==> src/rtl/one_hot_encoder_pipe.sv <==
// one_hot_encoder_pipe: one-hot to binary encoder with 2-entry skid buffer and error statistics
module one_hot_encoder_pipe #(
  parameter int one_hot_word = 16,
  parameter int binary_word  = 4,
  parameter int err_cnt_word = 8
) (
  input  logic                    clk_i,
  input  logic                    rst_i,
  input  logic                    in_valid_i,
  output logic                    in_ready_o,
  input  logic [one_hot_word-1:0] one_hot_i,
  output logic                    out_valid_o,
  input  logic                    out_ready_i,
  output logic [binary_word-1:0]  bin_o,
  output logic                    err_o,
  output logic                    err_sticky_o,
  output logic [err_cnt_word-1:0] err_cnt_o,
  input  logic                    clr_err_i
);
  typedef enum logic [1:0] {EMPTY, ONE, TWO} state_t;
  state_t                 state;
  logic [binary_word-1:0] enc_bin;
  logic                   enc_err;
  logic [binary_word-1:0] nxt_bin;
  logic                   nxt_err;
  logic                   accept;
  logic                   consume;
  logic                   acc_err;
  assign accept  = in_valid_i & in_ready_o;
  assign consume = out_valid_o & out_ready_i;
  assign acc_err = accept & enc_err;
  assign enc_err = (one_hot_i == '0) || ((one_hot_i & (one_hot_i - one_hot_word'(1))) != '0);
  always_comb begin
    enc_bin = '0;
    for (int i = one_hot_word - 1; i >= 0; i--)
      enc_bin = one_hot_i[i] ? binary_word'(i) : enc_bin;
  end
  always_ff @(posedge clk_i) begin
    if (rst_i) begin
      state       <= EMPTY;
      in_ready_o  <= 1'b1;
      out_valid_o <= 1'b0;
      bin_o       <= '0;
      err_o       <= 1'b0;
      nxt_bin     <= '0;
      nxt_err     <= 1'b0;
    end else begin
      case (state)
        EMPTY: if (accept) begin
          state       <= ONE;
          out_valid_o <= 1'b1;
          bin_o       <= enc_bin;
          err_o       <= enc_err;
        end
        ONE: if (accept && consume) begin
          bin_o <= enc_bin;
          err_o <= enc_err;
        end else if (accept) begin
          state      <= TWO;
          in_ready_o <= 1'b0;
          nxt_bin    <= enc_bin;
          nxt_err    <= enc_err;
        end else if (consume) begin
          state       <= EMPTY;
          out_valid_o <= 1'b0;
        end
        TWO: if (consume) begin
          state      <= ONE;
          in_ready_o <= 1'b1;
          bin_o      <= nxt_bin;
          err_o      <= nxt_err;
        end
        default: begin
          state       <= EMPTY;
          in_ready_o  <= 1'b1;
          out_valid_o <= 1'b0;
        end
      endcase
    end
  end
  always_ff @(posedge clk_i) begin
    if (rst_i) begin
      err_cnt_o    <= '0;
      err_sticky_o <= 1'b0;
    end else begin
      err_cnt_o    <= clr_err_i ? err_cnt_word'(acc_err) :
                      (acc_err && !(&err_cnt_o)) ? err_cnt_o + err_cnt_word'(1) : err_cnt_o;
      err_sticky_o <= acc_err | (err_sticky_o & ~clr_err_i);
    end
  end
endmodule

==> config.mk <==
export PLATFORM = sky130hd
export DESIGN_NAME = one_hot_encoder_pipe
export DESIGN_NICKNAME = d
export VERILOG_FILES = /design/src/rtl/one_hot_encoder_pipe.sv
export SDC_FILE = /design/constraint.sdc
export NUM_CORES = 1
export LEC_CHECK = 0
export ABC_CLOCK_PERIOD_IN_PS = 2830
export CAP_MARGIN = 20
export CORE_MARGIN = 4
export CORE_UTILIZATION = 48
export CTS_CLUSTER_SIZE = 12
export DETAILED_ROUTE_END_ITERATION = 8
export GPL_TIMING_DRIVEN = 0
export PLACE_DENSITY = 0.79
export REMOVE_ABC_BUFFERS = 1
export SLEW_MARGIN = 20
export SYNTH_ARGS = -nofsm -noshare
export SYNTH_HDL_FRONTEND = slang
export SYNTH_SLANG_ARGS = --single-unit
==> constraint.sdc <==
create_clock -name clk_i -period 2.83 [get_ports clk_i]
set_input_delay 0.283 -clock clk_i [delete_from_list [all_inputs] [get_ports clk_i]]
set_output_delay 0.283 -clock clk_i [all_outputs]
set_load 0.01 [all_outputs]
==> results.yml <==
power:
  power.density_nw_per_um2: 423
  ir_drop_mv: 0.318
  leakage_nw: 0.615
floorplanning:
  dieArea_um2: 3960
  std_cell_rows: 19
  core_um2: 2830
  chipWidth_um: 63.0
  die_y_um: 63.0
  start_util: 0.513
  ios: 37
clock_tree:
  cts_buffers: 3
  ctsLongestPathBuffers: 2
  cts-root-buf: "clkbuf_4"
  clock-sinks: 23
  ctsHoldBuffers: 0
  post_cts_resized: 0
  htreeDepth: 1
  clkLatencyLatePin_ps: 310
  path_clk_slew_ps: 130
  post_cts_buffers: 0
  tritoncts: "done"
timing:
  setup_viol: 0
  min_period_over_period: 0.940
  rsz0062_at_grt: "false"
  slew_headroom: 0.450
  whs_ps: 472
  finalMaxSlewViolations: 0
  finalHoldViolations: 0
  max_freq_ghz: 0.376
  min_period_ps: 2660
  worst_pin_slew_ps: 818
  final.setup.tns_ps: 0
  worst_clock_skew_ps: 7.90
routing:
  wl_mm: 3.70
  vias_per_cell: 6.12
  drtIter0Drc: 76
  dr.pass1.iters: 4
  drc_errors: 0
  route.vias.total: 1536
  wl_per_cell_um: 14.8
  antenna_left: 0
global_routing:
  grt-ovfl-total: 0
  grt_antenna_before_repair: 0
  grt_pass1_vias: 1509
  grt_use_total: 0.190
  grt_max_degree: 20
  grt_pass1_wl_mm: 6.30
synth:
  ys_ff_latch: 23
  synth_area_leaders: "dfxtp_1, a21oi_1, nor2_1"
  yosys.area.top_type_share: 0.318
  yosysTopAreaCell: "dfxtp_1"
  synth_cells: 186
  syn_area_um2: 1450
  synth_cell_types: 43
  yosysWarningCount: 0
  syn-mean-instance-area_um2: 7.80
  ys_seq_area_frac: 0.318
cells_and_area:
  syn_to_final_growth_pct: 27.3
  post_route_cells_drive_above_1_share: 0.0636
  antenna_cells: 0
  final_nets: 243
worst_setup_path:
  start_kind: "input pin"
  cp-end-kind: "flip-flop"
  crit_type: "in2reg"
  worstPathArrival_ps: 2880
  worst-path-max-fanout: 15
  worstPathRequired_ps: 3050
  rr_worst_depth: 6
worst_hold_path:
  hold_class: "reg2reg"
  hold_depth: 2
placed_design:
  hpwl_mm: 2.85
  gp_congestion: 0.844
  port_buffers: 36
flow_run:
  maxCapViolCount: 0
run_status:
  status: "completed"
[cells by family (layout without fill, tap and decap cells)]
group | after synthesis | count (layout) | synth area share
AOI/OAI and AO/OA | 57 | 57 | 0.258
adders and majority gates | 2 | 2 | 0.0155
buffers and inverters | 11 | 45 | 0.0337
DFF | 23 | 23 | 0.318
muxes | 3 | 3 | 0.0207
and+or+nand+nor | 90 | 90 | 0.355
[Yosys cell counts]
cell / count
a211oi_1: 4
a21oi_1: 19
a22o_1: 1
a22oi_1: 1
a311oi_1: 4
a31oi_1: 4
and2_1: 4
and3_1: 1
and4_1: 1
buf_6: 1
clkbuf_1: 5
dfxtp_1: 23
ha_1: 1
inv_1: 5
maj3_1: 1
mux2i_1: 3
nand2_1: 18
nand2b_1: 4
nand3_1: 5
nand3b_1: 2
nand4_1: 2
nand4b_1: 2
nor2_1: 25
nor2b_1: 2
nor3_1: 6
nor4_1: 1
nor4_2: 1
nor4_4: 3
o211ai_1: 1
o21a_1: 1
o21ai_0: 8
o21ba_2: 1
o21bai_1: 3
o221a_1: 1
o221a_2: 1
o22a_1: 1
o31ai_1: 6
o32ai_1: 1
or2_2: 3
or3_1: 4
or3b_2: 1
or4_1: 4
or4b_2: 1
[critical path: stages]
cell and delay [ps]:
clkdlybuf4s50_1 550, or4b_2 700, o31ai_1 90, a31oi_1 160, nor4_4 690, nor3_1 140
o221a_1 270
[final timing paths]
kind / start / end / slack [ps]
worst max-delay path: one_hot_i[11] / err_cnt_o[6] / 170
worst min-delay path: nxt_bin[2] / nxt_bin[2] / 470
worst max register to register: err_cnt_o[0] / err_cnt_o[5] / 680
worst min register to register: nxt_bin[2] / nxt_bin[2] / 470
[layout by cell type, fill, tap and decap left out, types with 4 or more instances in the layout]
cell	netlist	final
clkdlybuf4s50_1	0	36
nor2_1	25	25
dfxtp_1	23	23
a21oi_1	19	19
nand2_1	18	18
o21ai_0	8	8
nor3_1	6	6
o31ai_1	6	6
inv_1	5	5
nand3_1	5	5
and2_1	4	4
a31oi_1	4	4
or4_1	4	4
a211oi_1	4	4
nand2b_1	4	4
a311oi_1	4	4
or3_1	4	4
[flip-flops by register name (all words and copies together), names as in the netlist]
register,cells
err_sticky_o,1
err_o,1
nxt_err,1
nxt_bin,4
err_cnt_o,8
bin_o,4
in_ready_o,1
state,2
out_valid_o,1
[metrics by stage]
stage / instance area (um2) / instances / utilization / worst slack, ps / power [W]
floorplan: 1420 / 180 / - / 688 / 0.000510
finish: 1850 / 251 / 0.652 / 170 / 0.000781
global route: 1850 / 251 / 0.652 / 31.1 / 0.000829
CTS: 1850 / 251 / 0.652 / 151 / 0.000784
global placement: 1820 / 247 / 0.643 / -119 / 0.000622
detailed placement: 1820 / 247 / 0.643 / -195 / 0.000632
[where the power goes]
part / internal [W] / leakage [nW] / switching [W]
Clock: 0.0000550 / 0.0150 / 0.000100
Sequential: 0.000354 / 0.188 / 0.0000265
Combinational: 0.000122 / 0.413 / 0.000124
Total: 0.000531 / 0.615 / 0.000250
[final cells by class]
| class | count | area, um2 |
|---|---|---|
| fill | 255 | 983 |
| timing repair buffer | 36 | 360 |
| sequential | 23 | 460 |
| inverter | 5 | 18.8 |
| multi-input combinational | 152 | 941 |
| tap | 31 | 38.8 |
| clock buffer | 4 | 26.3 |
[routing by layer]
layer | global-route usage | routed length (um)
met2 | 0.352 | 1930
met4 | 0.0551 | 36
met3 | 0.0414 | 101
met5 | 0 | 0
met1 | 0.215 | 1630
(Power assumes the default switching activity.)
